===== src/rtl/seg_display_ctrl_pkg.sv =====
// Shared types, constants and the segment decoder for the 4-digit display controller.
package seg_pkg;

    // Control FSM states: wait for a request, convert it, load the display register.
    typedef enum logic [1:0] {
        IDLE = 2'd0,
        CONV = 2'd1,
        LOAD = 2'd2
    } state_t;

    // Digit code: 0-15 are hex digits, the two codes above them are non-numeric glyphs.
    typedef logic [4:0] digit_t;

    localparam digit_t DIG_BLANK = 5'd16;
    localparam digit_t DIG_DASH  = 5'd17;

    // Active-low segment patterns, bit order {g,f,e,d,c,b,a}.
    localparam logic [6:0] SEG_BLANK = 7'b1111111;
    localparam logic [6:0] SEG_DASH  = 7'b0111111;

    function automatic logic [6:0] seg_decode(input digit_t d);
        logic [6:0] s;
        case (d)
            5'd0:     s = 7'b1000000;
            5'd1:     s = 7'b1111001;
            5'd2:     s = 7'b0100100;
            5'd3:     s = 7'b0110000;
            5'd4:     s = 7'b0011001;
            5'd5:     s = 7'b0010010;
            5'd6:     s = 7'b0000010;
            5'd7:     s = 7'b1011000;
            5'd8:     s = 7'b0000000;
            5'd9:     s = 7'b0010000;
            5'd10:    s = 7'b0001000;
            5'd11:    s = 7'b0000011;
            5'd12:    s = 7'b1000110;
            5'd13:    s = 7'b0100001;
            5'd14:    s = 7'b0000110;
            5'd15:    s = 7'b0001110;
            DIG_DASH: s = SEG_DASH;
            default:  s = SEG_BLANK;
        endcase
        return s;
    endfunction

endpackage


===== src/rtl/seg_display_ctrl_if.sv =====
// Two-requester valid/ready bus feeding values to the display controller.
interface seg_display_ctrl_if;
    logic [1:0]  req_valid;
    logic [15:0] req_data0;
    logic [15:0] req_data1;
    logic [1:0]  req_ready;

    // Requester side drives values, controller side answers with ready.
    modport master (output req_valid, req_data0, req_data1, input req_ready);
    modport slave  (input req_valid, req_data0, req_data1, output req_ready);
endinterface


===== src/rtl/seg_display_ctrl_bin2bcd_seq.sv =====
// Sequential shift-add-3 binary-to-BCD converter: one bit per cycle, 16 cycles per value.
module bin2bcd_seq (
    input  logic        clk,
    input  logic        reset_n,
    input  logic        start,
    input  logic [15:0] bin,
    output logic        done,
    output logic [15:0] bcd,
    output logic        ovf
);

    logic        run_q;
    logic [3:0]  cnt_q;
    logic [15:0] sr_q;
    logic [19:0] bcd_q;
    logic [19:0] bcd_adj;

    // Add 3 to every BCD digit that is 5 or more, ahead of the next left shift.
    function automatic logic [19:0] add3(input logic [19:0] b);
        logic [19:0] r;
        for (int i = 0; i < 5; i++) begin
            r[4*i +: 4] = (b[4*i +: 4] >= 4'd5) ? b[4*i +: 4] + 4'd3 : b[4*i +: 4];
        end
        return r;
    endfunction

    assign bcd_adj = add3(bcd_q);

    // Load on start, then shift one binary bit into the BCD register per cycle.
    // NOTE: clocked state uses non-blocking (<=) so every register samples pre-edge values.
    always_ff @(posedge clk or negedge reset_n) begin
        if (!reset_n) begin
            run_q <= 1'b0;
            cnt_q <= 4'd0;
            sr_q  <= 16'd0;
            bcd_q <= 20'd0;
        end else if (start) begin
            run_q <= 1'b1;
            cnt_q <= 4'd0;
            sr_q  <= bin;
            bcd_q <= 20'd0;
        end else if (run_q) begin
            bcd_q <= {bcd_adj[18:0], sr_q[15]};
            sr_q  <= {sr_q[14:0], 1'b0};
            cnt_q <= cnt_q + 4'd1;
            if (cnt_q == 4'd15) begin
                run_q <= 1'b0;
            end
        end
    end

    // done is high in the cycle whose closing edge performs the last iteration.
    assign done = run_q && (cnt_q == 4'd15);
    assign bcd  = bcd_q[15:0];
    assign ovf  = |bcd_q[19:16];

endmodule


===== src/rtl/seg_display_ctrl.sv =====
// Round-robin intake of two requesters, BCD conversion and multiplexed 7-segment scan.
module seg_display_ctrl
    import seg_pkg::*;
#(
    parameter int REFRESH_DIV = 100000,
    parameter bit BLANK_LZ    = 1'b1
) (
    input  logic               clk,
    input  logic               reset_n,
    seg_display_ctrl_if.slave  req,
    output logic               busy,
    output logic               src,
    output logic [6:0]         seg,
    output logic [3:0]         an
);

    localparam int PW = (REFRESH_DIV > 1) ? $clog2(REFRESH_DIV) : 1;

    state_t          state_q, state_d;
    logic            last_q;
    logic            gnt;
    logic            conv_start;
    logic            disp_load;
    logic            conv_done;
    logic [15:0]     conv_bcd;
    logic            conv_ovf;
    digit_t [3:0]    disp_q, disp_d;
    logic [PW-1:0]   presc_q;
    logic [1:0]      idx_q;

    bin2bcd_seq u_bin2bcd (
        .clk     (clk),
        .reset_n (reset_n),
        .start   (conv_start),
        .bin     (gnt ? req.req_data1 : req.req_data0),
        .done    (conv_done),
        .bcd     (conv_bcd),
        .ovf     (conv_ovf)
    );

    // Round-robin pick: on a tie, take the requester after the last one granted.
    always_comb begin
        gnt = req.req_valid[1];
        if (req.req_valid == 2'b11) begin
            gnt = ~last_q;
        end
    end

    // Next-state and handshake decode for the control FSM.
    // NOTE: every always_comb output gets a default first so no path can infer a latch.
    always_comb begin
        state_d       = state_q;
        req.req_ready = 2'b00;
        conv_start    = 1'b0;
        disp_load     = 1'b0;
        case (state_q)
            IDLE: begin
                req.req_ready = gnt ? {req.req_valid[1], 1'b0} : {1'b0, req.req_valid[0]};
                if (req.req_valid[gnt]) begin
                    conv_start = 1'b1;
                    state_d    = CONV;
                end
            end
            CONV: begin
                if (conv_done) begin
                    state_d = LOAD;
                end
            end
            LOAD: begin
                disp_load = 1'b1;
                state_d   = IDLE;
            end
            default: state_d = IDLE;
        endcase
    end

    // FSM state register and round-robin pointer (pointer also records the granted source).
    always_ff @(posedge clk or negedge reset_n) begin
        if (!reset_n) begin
            state_q <= IDLE;
            last_q  <= 1'b1;
        end else begin
            state_q <= state_d;
            if (conv_start) begin
                last_q <= gnt;
            end
        end
    end

    assign busy = (state_q == CONV);

    // Build the next display set: dashes on overflow, else digits with optional leading-zero blanking.
    always_comb begin
        for (int i = 0; i < 4; i++) begin
            disp_d[i] = {1'b0, conv_bcd[4*i +: 4]};
        end
        if (conv_ovf || (conv_bcd[15:12] > 4'd9)) begin
            disp_d = {4{DIG_DASH}};
        end else if (BLANK_LZ && (conv_bcd[15:12] == 4'd0)) begin
            disp_d[3] = DIG_BLANK;
            if (conv_bcd[11:8] == 4'd0) begin
                disp_d[2] = DIG_BLANK;
                if (conv_bcd[7:4] == 4'd0) begin
                    disp_d[1] = DIG_BLANK;
                end
            end
        end
    end

    // Front display buffer: loaded whole in LOAD so the scan never sees a half-built value.
    // NOTE: this small register set is reset so the panel is blank, not random, after reset.
    always_ff @(posedge clk or negedge reset_n) begin
        if (!reset_n) begin
            disp_q <= {4{DIG_BLANK}};
            src    <= 1'b0;
        end else if (disp_load) begin
            disp_q <= disp_d;
            src    <= last_q;
        end
    end

    // Free-running prescaler; the digit index advances on its wrap.
    always_ff @(posedge clk or negedge reset_n) begin
        if (!reset_n) begin
            presc_q <= '0;
            idx_q   <= 2'd0;
        end else if (presc_q == PW'(REFRESH_DIV - 1)) begin
            presc_q <= '0;
            idx_q   <= idx_q + 2'd1;
        end else begin
            presc_q <= presc_q + 1'b1;
        end
    end

    // Registered pin drivers: one active-low anode and its decoded segment pattern.
    always_ff @(posedge clk or negedge reset_n) begin
        if (!reset_n) begin
            seg <= SEG_BLANK;
            an  <= 4'hF;
        end else begin
            seg <= seg_decode(disp_q[idx_q]);
            an  <= ~(4'b0001 << idx_q);
        end
    end

endmodule

===== src/flat_wrapper.sv =====
// flat-port wrapper written by rule: the top's interface ports become plain ports
module seg_display_ctrl_flat import seg_pkg::*;
#(
    parameter int REFRESH_DIV = 100000,
    parameter bit BLANK_LZ    = 1'b1
)
  (clk, reset_n, busy, src, seg, an, req_req_valid, req_req_data0, req_req_data1, req_req_ready);
  seg_display_ctrl_if req_i ();
  input  logic clk;
  input  logic reset_n;
  output logic busy;
  output logic src;
  output logic [6:0] seg;
  output logic [3:0] an;
  input wire logic [$bits(req_i.req_valid)-1:0] req_req_valid;
  input wire logic [$bits(req_i.req_data0)-1:0] req_req_data0;
  input wire logic [$bits(req_i.req_data1)-1:0] req_req_data1;
  output wire logic [$bits(req_i.req_ready)-1:0] req_req_ready;
  assign req_i.req_valid = req_req_valid;
  assign req_i.req_data0 = req_req_data0;
  assign req_i.req_data1 = req_req_data1;
  assign req_req_ready = req_i.req_ready;
  seg_display_ctrl #(.REFRESH_DIV(REFRESH_DIV), .BLANK_LZ(BLANK_LZ)) u_core (.clk(clk), .reset_n(reset_n), .req(req_i), .busy(busy), .src(src), .seg(seg), .an(an));
endmodule

===== config.mk =====
export PLATFORM = sky130hd
export DESIGN_NAME = seg_display_ctrl_flat
export DESIGN_NICKNAME = d
export VERILOG_FILES = /design/src/rtl/seg_display_ctrl_pkg.sv /design/src/rtl/seg_display_ctrl_if.sv /design/src/rtl/seg_display_ctrl_bin2bcd_seq.sv /design/src/rtl/seg_display_ctrl.sv /design/src/flat_wrapper.sv
export SDC_FILE = /design/constraint.sdc
export NUM_CORES = 1
export LEC_CHECK = 0
export ABC_AREA = 0
export ABC_CLOCK_PERIOD_IN_PS = 2600
export BUFFER_PORTS_ARGS = -buffer_cell sky130_fd_sc_hd__buf_2
export CAP_MARGIN = 30
export CORE_MARGIN = 5
export CORE_UTILIZATION = 59
export DETAILED_ROUTE_END_ITERATION = 10
export PLACE_DENSITY = 0.8
export RECOVER_POWER = 25
export REMOVE_ABC_BUFFERS = 1
export SYNTH_ARGS = -nofsm -noshare
export SYNTH_HDL_FRONTEND = slang
export SYNTH_SLANG_ARGS = --single-unit

===== constraint.sdc =====
create_clock -name clk -period 2.6 [get_ports clk]
set_input_delay 0.65 -clock clk [delete_from_list [all_inputs] [get_ports clk]]
set_output_delay 0.65 -clock clk [all_outputs]
set_load 0.1 [all_outputs]

==> results of run 1 <==
## sequential cells by signal (all words and copies together) (netlist names)
register	flops
u_core.u_bin2bcd.cnt_q	4
u_core.u_bin2bcd.sr_q	16
u_core.presc_q	17
u_core.disp_q	20
u_core.an	4
u_core.idx_q	2
u_core.u_bin2bcd.run_q	1
u_core.src	1
u_core.last_q	1
u_core.state_q	2
u_core.u_bin2bcd.bcd_q	20
u_core.seg	7
## cells in the mapped netlist (10+ instances only)
| cell type | count |
|---|---|
| dfrtp_1 | 79 |
| nor2_1 | 44 |
| mux2i_1 | 38 |
| a21oi_1 | 34 |
| nand2_1 | 32 |
| ha_1 | 22 |
| inv_1 | 21 |
| nor2b_1 | 20 |
| xnor2_1 | 17 |
| a211oi_1 | 16 |
| dfstp_2 | 16 |
| nand3_1 | 16 |
| o21ai_0 | 14 |
| a22o_1 | 10 |
## cell type report
cell class | instances | area, um2
Sequential cell | 95 | 2400
Tap cell | 105 | 131
Clock buffer | 12 | 135
Clock inverter | 4 | 120
Timing Repair Buffer | 63 | 355
Multi-Input combinational cell | 329 | 2320
Inverter | 21 | 78.8
Fill cell | 607 | 2590
## worst max-delay path, stage by stage (launching register included)
cell and delay, ns:
dfrtp_1 0.37, clkbuf_1 0.39, mux2i_1 0.28, nand2_1 0.09, o21ai_2 0.12, inv_1 0.13, ha_1 0.23, inv_1 0.07
mux2i_1 0.08, mux2_2 0.28, nor2_1 0.09, a31oi_1 0.05
## stage by stage
| step | hold slack [ns] | std cells | area (um2) | setup TNS, ns |
|---|---|---|---|---|
| detailed placement | 0.466 | 613 | 5300 | 0 |
| global placement | 0.465 | 613 | 5300 | 0 |
| global route | 0.505 | 629 | 5540 | 0 |
| floorplan | 0.354 | 445 | 4790 | -11.63 |
| CTS | 0.304 | 629 | 5550 | 0 |
| finish | 0.481 | 629 | 5540 | 0 |
## power by group through the flow
stage / sequential (W) / clock, W / combinational, W
2_1_floorplan: 0.00234 / 0 / 0.00146
3_3_place_gp: 0.00223 / 0 / 0.00194
3_5_place_dp: 0.00226 / 0 / 0.00204
4_1_cts: 0.00223 / 0.00124 / 0.00206
5_1_grt: 0.00230 / 0.00131 / 0.00228
6_report: 0.00223 / 0.00123 / 0.00204
## cell families (layout without fill, tap and decap cells)
family	Yosys count	in the layout
compound gates	95	95
flops	95	95
buf+inv	42	100
simple gates	143	143
mux	44	44
fa+ha+maj	22	22
xor+xnor	25	25
## path summary, 6_finish.rpt
path                                                  start                                      to  slack [ns]  depth (start not counted)
worst max-delay path            u_core.idx_q[1]$_DFFE_PN0N_                 u_core.seg[6]$_DFF_PN1_        0.32                         11
worst min-delay path                 u_core.src$_DFFE_PN0N_                  u_core.src$_DFFE_PN0N_        0.48                          2
worst max register to register  u_core.idx_q[1]$_DFFE_PN0N_                 u_core.seg[6]$_DFF_PN1_        0.32                         11
worst min register to register       u_core.src$_DFFE_PN0N_                  u_core.src$_DFFE_PN0N_        0.48                          2
max in group asynchronous                           reset_n  u_core.u_bin2bcd.bcd_q[11]$_DFFE_PN0P_        1.14                          2
min in group asynchronous                           reset_n            u_core.disp_q[7]$_DFFE_PN0N_        0.52                          1
## layer usage
layer,track usage,up-vias,routed length [um]
met2,0.342,74,4630
met1,0.242,1699,4000
met3,0.0408,11,451
met5,0,-,0
li1,-,1740,-
met4,0.0695,0,108
==> qor.csv, run 1 <==
stage;metric;value;unit
floorplanning;Starting Density;0.601;
status;status;completed;
cts;H-Tree Depth;3;
floorplanning;Die W;101;um
global_routing;largest net degree at the start of global routing;50;
global_routing;initial antenna violation count;0;
synthesis;register area share after synthesis;0.491;
setup_path;Crit Path Class;register to register;
timing;fin worst setup slack;0.317;ns
power_and_ir_drop;switching part of the total;0.369;
global_routing;total congestion overflow;0;
synthesis;largest family of logic cells by synthesized area;simple AND/OR/NAND/NOR gates;
detailed_routing;Vias;3524;
global_routing;via count of the first global-routing pass;3608;
floorplanning;total die area;10200;um2
setup_path;CP arrival;2.55;ns
min_path;worst hold path class;register to register;
placed_design;detailed placer's ending HPWL;6690;um
power_and_ir_drop;P_int;0.00347;W
cts;post-cts sizing count;0;
synthesis;Synth top area share;0.405;
synthesis;syn avg cell area;10.5;um2
cts;Root Buffer;clkbuf_8;
synthesis;Unique masters post-synth;46;
cts;cts hold-fix bufs;0;
layout;most common cell after layout, fill and taps aside;dfrtp_1;
timing;Least-Margin Pin Slew;1.19;ns
synthesis;Synth Register Bits;95;
detailed_routing;Routed Wire Length;9190;um
layout;fin util;0.681;
cts;TritonCTS Sinks;95;
synthesis;Synth Instances;466;
synthesis;EDFF count, synth;0;
synthesis;Synth area leader;dfrtp_1;
synthesis;Top FF cell, synth;dfrtp_1;
cts;TritonCTS clock tree;done;
cts;number of buffers created by CTS;9;
placed_design;GPL Wtd Cong;0.799;
power_and_ir_drop;Power Density;992;nW/um2
cts;clk_lat worst skew;0.36;ns
timing;skew final;0.0121;ns
power_and_ir_drop;sequential share of power;0.406;
cts;Post-CTS Repair Setup Buffers;0;
timing;Hold Violations, Final;0;
layout;commonest cells after routing, fill and taps aside;dfrtp_1 (78), buf_2 (48), nor2_1 (44), mux2i_1 (38), a21oi_1 (34);
timing;setup violators final;0;
floorplanning;Die H;101;um
layout;# diodes;0;
timing;RSZ-0062 raised after global routing;false;
layout;layout cells sized above 1;0.198;
synthesis;fraction of registers with async set/reset;1.00;
setup_path;Max FO, Critical Path;9;
power_and_ir_drop;Switch Pwr;0.00203;W
setup_path;worst path required time;2.87;ns
synthesis;largest cells by area after synthesis;dfrtp_1 (40%), dfstp_2 (8.6%), mux2i_1 (7.8%);
power_and_ir_drop;Clk pwr share;0.223;
synthesis;Adder-Cell Fraction of Synth Area;0.0563;
cts;clock buffer depth;2;
detailed_routing;drt first pass iters;4;
power_and_ir_drop;LEAKAGE;2.62;nW
power_and_ir_drop;final total power;0.00550;W
layout;area grow syn2layout;13.4;%
floorplanning;core area;8130;um2
layout;final net count;577;
detailed_routing;initial DRC count;113;
detailed_routing;DR vias/cell;5.60;
setup_path;startpoint types;register;
cts;clk slew on worst S/H paths;0.08;ns
timing;Max-slew headroom;0.204;
global_routing;first-pass GRT wire length;16200;um
setup_path;crit end category;register;
global_routing;GR Util All Layers;0.196;
placed_design;IO buf count;50;
timing;Slew Viols, Final;0;
power_and_ir_drop;Comb pwr share;0.371;
detailed_routing;Final ANT Viol Nets;0;
synthesis;Synth Area in Compound Gates;0.127;
timing;Fmax;438;MHz
placed_design;post-place setup slack;0.400;ns
synthesis;post-synthesis cell area;4890;um2
synthesis;xor/xnor share of the synthesized area;0.0448;
synthesis;mux share of post-synthesis cell area;0.0993;
timing;period utilization;0.878;
detailed_routing;DRC viols;0;
floorplanning;# rows;33;
power_and_ir_drop;Peak VDD IR;0.000633;V
synthesis;Syn. warnings;0;
synthesis;post-synthesis simple-gate area fraction;0.146;
run;max cap viols;0;
timing;Tmin final;2.28;ns
detailed_routing;drt wl/cell;14.6;um
floorplanning;io pins;51;
Power figures use the tool's default switching activity.
==> run 2, diff against run 1 <==
--- a/config.mk
+++ b/config.mk
@@ -11,6 +11,7 @@
 export CAP_MARGIN = 30
 export CORE_MARGIN = 5
 export CORE_UTILIZATION = 59
+export CTS_BUF_LIST = sky130_fd_sc_hd__clkbuf_16
 export DETAILED_ROUTE_END_ITERATION = 10
 export PLACE_DENSITY = 0.8
 export RECOVER_POWER = 25
==> run 2 against run 1 <==
Against the previous run: maximum frequency is 0.17% higher; critical path depth is the same; highest routed layer unchanged; combinational power hardly changed.
==> qor.csv, run 2 (synthesis results as in run 1) <==
stage;metric;value;unit
placed_design;IO buf count;50;
timing;Fmax;439;MHz
global_routing;first-pass GRT wire length;16700;um
layout;most common cell after layout, fill and taps aside;dfrtp_1;
cts;number of buffers created by CTS;9;
min_path;Hold EP;u_core.src$_DFFE_PN0N_;
cts;TritonCTS Sinks;95;
setup_path;worst r2r src;u_core.idx_q[1]$_DFFE_PN0N_;
power_and_ir_drop;Power Density;1040;nW/um2
cts;Post-CTS Repair Setup Buffers;0;
global_routing;largest net degree at the start of global routing;50;
detailed_routing;wire length on met2;4870;um
layout;final instance area;5640;um2
detailed_routing;Post-Route M1 WL;4170;um
placed_design;detailed placer's ending HPWL;6690;um
global_routing;via count of the first global-routing pass;3677;
min_path;Cells on Worst Hold Path;2;
detailed_routing;Final ANT Viol Nets;0;
floorplanning;# rows;33;
placed_design;post-place setup slack;0.400;ns
cts;Root Buffer;clkbuf_16;
setup_path;Critical Path, Cell by Cell;clkbuf_1 > mux2i_1 > nand2_1 > o21ai_2 > inv_1 > ha_1 > inv_1 > mux2i_1 > mux2_2 > nor2_1 > a31oi_1;
layout;fin util;0.694;
floorplanning;Die W;101;um
setup_path;Critical R2R Capture;u_core.seg[6]$_DFF_PN1_;
detailed_routing;drt wl/cell;15.2;um
timing;setup violators final;0;
timing;Max-slew headroom;0.194;
setup_path;Reg2Reg Setup Slack;0.32;ns
min_path;worst hold path class;register to register;
cts;clk slew on worst S/H paths;0.06;ns
global_routing;GR Util All Layers;0.204;
setup_path;CP arrival;2.52;ns
setup_path;crit-path leading delay family;multiplexers;
setup_path;Slowest-stage cell, CP;clkbuf_1;
cts;TritonCTS clock tree;done;
cts;H-Tree Depth;3;
cts;clock buffer depth;2;
layout;# diodes;0;
layout;final net count;577;
min_path;critical hold path startpoint;u_core.src$_DFFE_PN0N_;
global_routing;initial antenna violation count;0;
timing;Least-Margin Pin Slew;1.21;ns
detailed_routing;initial DRC count;126;
detailed_routing;Routed Wire Length;9590;um
setup_path;R2R depth;11;
detailed_routing;Vias;3575;
detailed_routing;top routing layer used;met4;
layout;area grow syn2layout;15.5;%
power_and_ir_drop;LEAKAGE;2.68;nW
layout;largest registers;u_core.disp_q (20), u_core.u_bin2bcd.bcd_q (20), u_core.presc_q (17);
detailed_routing;DR vias/cell;5.68;
cts;cts hold-fix bufs;0;
cts;post-cts sizing count;0;
floorplanning;io pins;51;
floorplanning;total die area;10200;um2
global_routing;total congestion overflow;0;
floorplanning;Starting Density;0.601;
timing;RSZ-0062 raised after global routing;false;
timing;fin worst setup slack;0.321;ns
floorplanning;core area;8130;um2
setup_path;crit end category;register;
detailed_routing;drt first pass iters;4;
cts;clk_lat worst skew;0.34;ns
timing;period utilization;0.876;
power_and_ir_drop;final total power;0.00585;W
setup_path;Max FO, Critical Path;9;
run;max cap viols;0;
setup_path;worst path required time;2.84;ns
power_and_ir_drop;Peak VDD IR;0.000647;V
timing;skew final;0.00738;ns
detailed_routing;WL met3;470;um
floorplanning;Die H;101;um
status;status;completed;
placed_design;GPL Wtd Cong;0.799;
timing;Tmin final;2.28;ns
setup_path;Buf+Inv Stages, Crit Path;3;
timing;Slew Viols, Final;0;
setup_path;Crit Path Class;register to register;
detailed_routing;DRC viols;0;
setup_path;max incr delay on CP;0.38;ns
layout;layout cells sized above 1;0.198;
setup_path;startpoint types;register;
layout;commonest cells after routing, fill and taps aside;dfrtp_1 (78), buf_2 (48), nor2_1 (44), mux2i_1 (38), a21oi_1 (34);
timing;Hold Violations, Final;0;
timing;Setup TNS Final;0;ns
placed_design;Placed Area;5300;um2
==> run 2: cell types whose count changed in the layout (fill, tap and decap cells not counted), sizes merged <==
cell	change
clkbuf	-3
inv	+3
==> run 2: tightest hold or removal path: cells and delay by family (launching register included) <==
family	cells	cell delay (ns)
DFF	1	0.34
and+or+nand+nor	2	0.11
==> run 2: layout make-up <==
cell class,count,area (um2)
Tap cell,105,131
Timing Repair Buffer,63,355
Sequential cell,95,2400
Inverter,21,78.8
Fill cell,596,2490
Multi-Input combinational cell,329,2320
Clock buffer,9,225
Clock inverter,7,131
==> run 2: report_power, final <==
part / switching (W) / internal [W]
Sequential: 0.000368 / 0.00188
Combinational: 0.00120 / 0.000853
Clock: 0.000522 / 0.00103
==> run 2: how the worst max path moves through the flow <==
stage | start | endpoint | slack, ns | cells after the start
2_1_floorplan | req_req_valid[1] | req_req_ready[0] | -1.72 | 2
3_3_place_gp | req_req_valid[0] | req_req_ready[1] | 0.46 | 4
3_5_place_dp | req_req_valid[0] | req_req_ready[1] | 0.40 | 4
4_1_cts | u_core.state_q[0]$_DFFE_PN0P_ | req_req_ready[0] | 0.32 | 4
5_1_grt | u_core.idx_q[1]$_DFFE_PN0N_ | u_core.seg[6]$_DFF_PN1_ | 0.14 | 11
6_report | u_core.idx_q[1]$_DFFE_PN0N_ | u_core.seg[6]$_DFF_PN1_ | 0.32 | 11
==> run 2: per-stage QoR <==
stage               std cells  hold WS [ns]
finish                    629         0.490
global route              629         0.521
CTS                       629         0.344
detailed placement        613         0.466
global placement          613         0.465
floorplan                 445         0.354
==> run 2: metal layers <==
metal | global-route usage | up-vias
li1 | - | 1735
met1 | 0.250 | 1741
met2 | 0.355 | 86
met3 | 0.0498 | 13
met4 | 0.0624 | 0
met5 | 0 | -
==> run 3, diff against run 2 <==
--- a/config.mk
+++ b/config.mk
@@ -6,7 +6,7 @@
 export NUM_CORES = 1
 export LEC_CHECK = 0
 export ABC_AREA = 0
-export ABC_CLOCK_PERIOD_IN_PS = 2600
+export ABC_CLOCK_PERIOD_IN_PS = 2100
 export BUFFER_PORTS_ARGS = -buffer_cell sky130_fd_sc_hd__buf_2
 export CAP_MARGIN = 30
 export CORE_MARGIN = 5
==> constraint.sdc (replaced) <==
create_clock -name clk -period 2.1 [get_ports clk]
set_input_delay 0.525 -clock clk [delete_from_list [all_inputs] [get_ports clk]]
set_output_delay 0.525 -clock clk [all_outputs]
set_load 0.1 [all_outputs]
==> run 3 against run 2 <==
Against the previous run: via count down 0.53%; flip-flop and latch count did not move; design area decreased by 0.13%; register-to-register slack lost 0.18 ns; first-iteration DRC count increased by 31%; sequential share of layout area rose by 0.079 points; largest cell class unchanged.
==> qor.csv, run 3 (synthesis results as in run 1) <==
stage;metric;value;unit
status;status;completed;
layout;largest registers;u_core.disp_q (20), u_core.u_bin2bcd.bcd_q (20), u_core.presc_q (17);
detailed_routing;drt wl/cell;15.1;um
power_and_ir_drop;LEAKAGE;2.66;nW
detailed_routing;DR vias/cell;5.65;
detailed_routing;initial DRC count;165;
cts;Root Buffer;clkbuf_16;
cts;clk slew on worst S/H paths;0.07;ns
timing;RSZ-0062 raised after global routing;false;
detailed_routing;drt first pass iters;4;
layout;area of the multi-input gates;2340;um2
layout;fin util;0.693;
placed_design;GPL Wtd Cong;0.781;
min_path;worst hold path class;primary input to asynchronous set/reset pin;
floorplanning;Die H;101;um
setup_path;CP arrival;2.18;ns
global_routing;largest net degree at the start of global routing;37;
floorplanning;Starting Density;0.601;
setup_path;crit end category;register;
power_and_ir_drop;Comb pwr share;0.373;
layout;Reg area;2400;um2
layout;most common cell after layout, fill and taps aside;dfrtp_1;
cts;clk_lat worst skew;0.33;ns
floorplanning;total die area;10200;um2
global_routing;initial antenna violation count;0;
placed_design;IO buf count;50;
global_routing;total congestion overflow;0;
setup_path;Slowest-stage cell, CP;or3b_4;
power_and_ir_drop;sequential share of power;0.403;
detailed_routing;DRC viols;0;
timing;fin worst setup slack;0.139;ns
cts;Post-CTS Repair Setup Buffers;0;
timing;Tmin final;1.96;ns
power_and_ir_drop;Switch Pwr;0.00255;W
layout;commonest cells after routing, fill and taps aside;dfrtp_1 (77), buf_2 (47), nor2_1 (43), mux2i_1 (38), a21oi_1 (34);
setup_path;R2R depth;6;
power_and_ir_drop;final total power;0.00688;W
power_and_ir_drop;switching part of the total;0.370;
detailed_routing;Final ANT Viol Nets;0;
layout;final net count;578;
layout;area grow syn2layout;15.3;%
timing;skew final;0.00926;ns
placed_design;post-place setup slack;0.0284;ns
timing;period utilization;0.934;
floorplanning;io pins;51;
setup_path;worst r2r src;u_core.u_bin2bcd.bcd_q[13]$_DFFE_PN0P_;
cts;H-Tree Depth;3;
timing;Least-Margin Pin Slew;0.878;ns
cts;cts hold-fix bufs;0;
power_and_ir_drop;P_int;0.00433;W
power_and_ir_drop;Power Density;1220;nW/um2
placed_design;Placed Area;5360;um2
layout;layout cells sized above 1;0.210;
detailed_routing;Vias;3556;
cts;clock buffer depth;2;
floorplanning;Die W;101;um
setup_path;Critical Path, Cell by Cell;inv_1 > ha_2 > or3b_4 > nor4b_4 > nand3_2 > a32o_1;
detailed_routing;Routed Wire Length;9500;um
setup_path;startpoint types;register;
layout;fillcell total;602;
timing;Hold Violations, Final;0;
layout;final instance area;5640;um2
floorplanning;core area;8130;um2
setup_path;Critical R2R Capture;u_core.disp_q[6]$_DFFE_PN0N_;
cts;TritonCTS Sinks;95;
setup_path;Buf+Inv Stages, Crit Path;1;
setup_path;crit-path leading delay family;simple AND/OR/NAND/NOR gates;
power_and_ir_drop;Clk pwr share;0.224;
timing;setup violators final;0;
global_routing;first-pass GRT wire length;16500;um
placed_design;detailed placer's ending HPWL;6830;um
global_routing;via count of the first global-routing pass;3589;
layout;# diodes;0;
floorplanning;# rows;33;
setup_path;worst path required time;2.32;ns
power_and_ir_drop;Peak VDD IR;0.000675;V
cts;number of buffers created by CTS;9;
run;max cap viols;0;
setup_path;max incr delay on CP;0.42;ns
global_routing;GR Util All Layers;0.202;
cts;TritonCTS clock tree;done;
timing;Fmax;510;MHz
setup_path;Reg2Reg Setup Slack;0.14;ns
setup_path;Max FO, Critical Path;5;
timing;Slew Viols, Final;0;
timing;Max-slew headroom;0.415;
cts;post-cts sizing count;0;
setup_path;Crit Path Class;register to register;
run 3: routing by layer:
layer | wire length, um | global-route usage | vias to the layer above
met3 | 460 | 0.0464 | 10
li1 | - | - | 1732
met5 | 0 | 0 | -
met2 | 4760 | 0.352 | 79
met4 | 112 | 0.0470 | 0
met1 | 4170 | 0.255 | 1735
run 3: how the worst max path moves through the flow:
stage	startpoint	endpoint	slack, ns	cells past startpoint
after floorplan	req_req_valid[1]	req_req_ready[0]	-1.97	2
after global placement	u_core.u_bin2bcd.bcd_q[13]$_DFFE_PN0P_	u_core.disp_q[6]$_DFFE_PN0N_	0.17	6
after detailed placement	u_core.idx_q[0]$_DFFE_PN0N_	u_core.seg[6]$_DFF_PN1_	0.03	9
after CTS	u_core.idx_q[0]$_DFFE_PN0N_	u_core.seg[6]$_DFF_PN1_	0.03	9
after global routing	u_core.u_bin2bcd.bcd_q[13]$_DFFE_PN0P_	u_core.disp_q[6]$_DFFE_PN0N_	0.02	6
final	u_core.u_bin2bcd.bcd_q[13]$_DFFE_PN0P_	u_core.disp_q[6]$_DFFE_PN0N_	0.14	6
run 3: cell type report:
| type | count | area share |
|---|---|---|
| Sequential cell | 95 | 0.426 |
| Multi-Input combinational cell | 329 | 0.415 |
| Timing Repair Buffer | 64 | 0.0724 |
| Clock buffer | 9 | 0.0400 |
| Tap cell | 105 | 0.0233 |
| Inverter | 21 | 0.0140 |
| Clock inverter | 6 | 0.00977 |
run 3: stage by stage:
step,std cells,hold slack [ns],TNS [ns]
2_1_floorplan,445,0.229,-19.21
3_3_place_gp,614,0.468,0
3_5_place_dp,614,0.473,0
4_1_cts,629,0.155,0
5_1_grt,629,0.367,0
6_report,629,0.304,0
run 3: power by group through the flow:
stage	logic, W	clock network, W	registers [W]
6_report	0.00256	0.00154	0.00277
5_1_grt	0.00289	0.00165	0.00284
4_1_cts	0.00260	0.00157	0.00277
3_3_place_gp	0.00246	0	0.00277
2_1_floorplan	0.00180	0	0.00289
3_5_place_dp	0.00258	0	0.00280
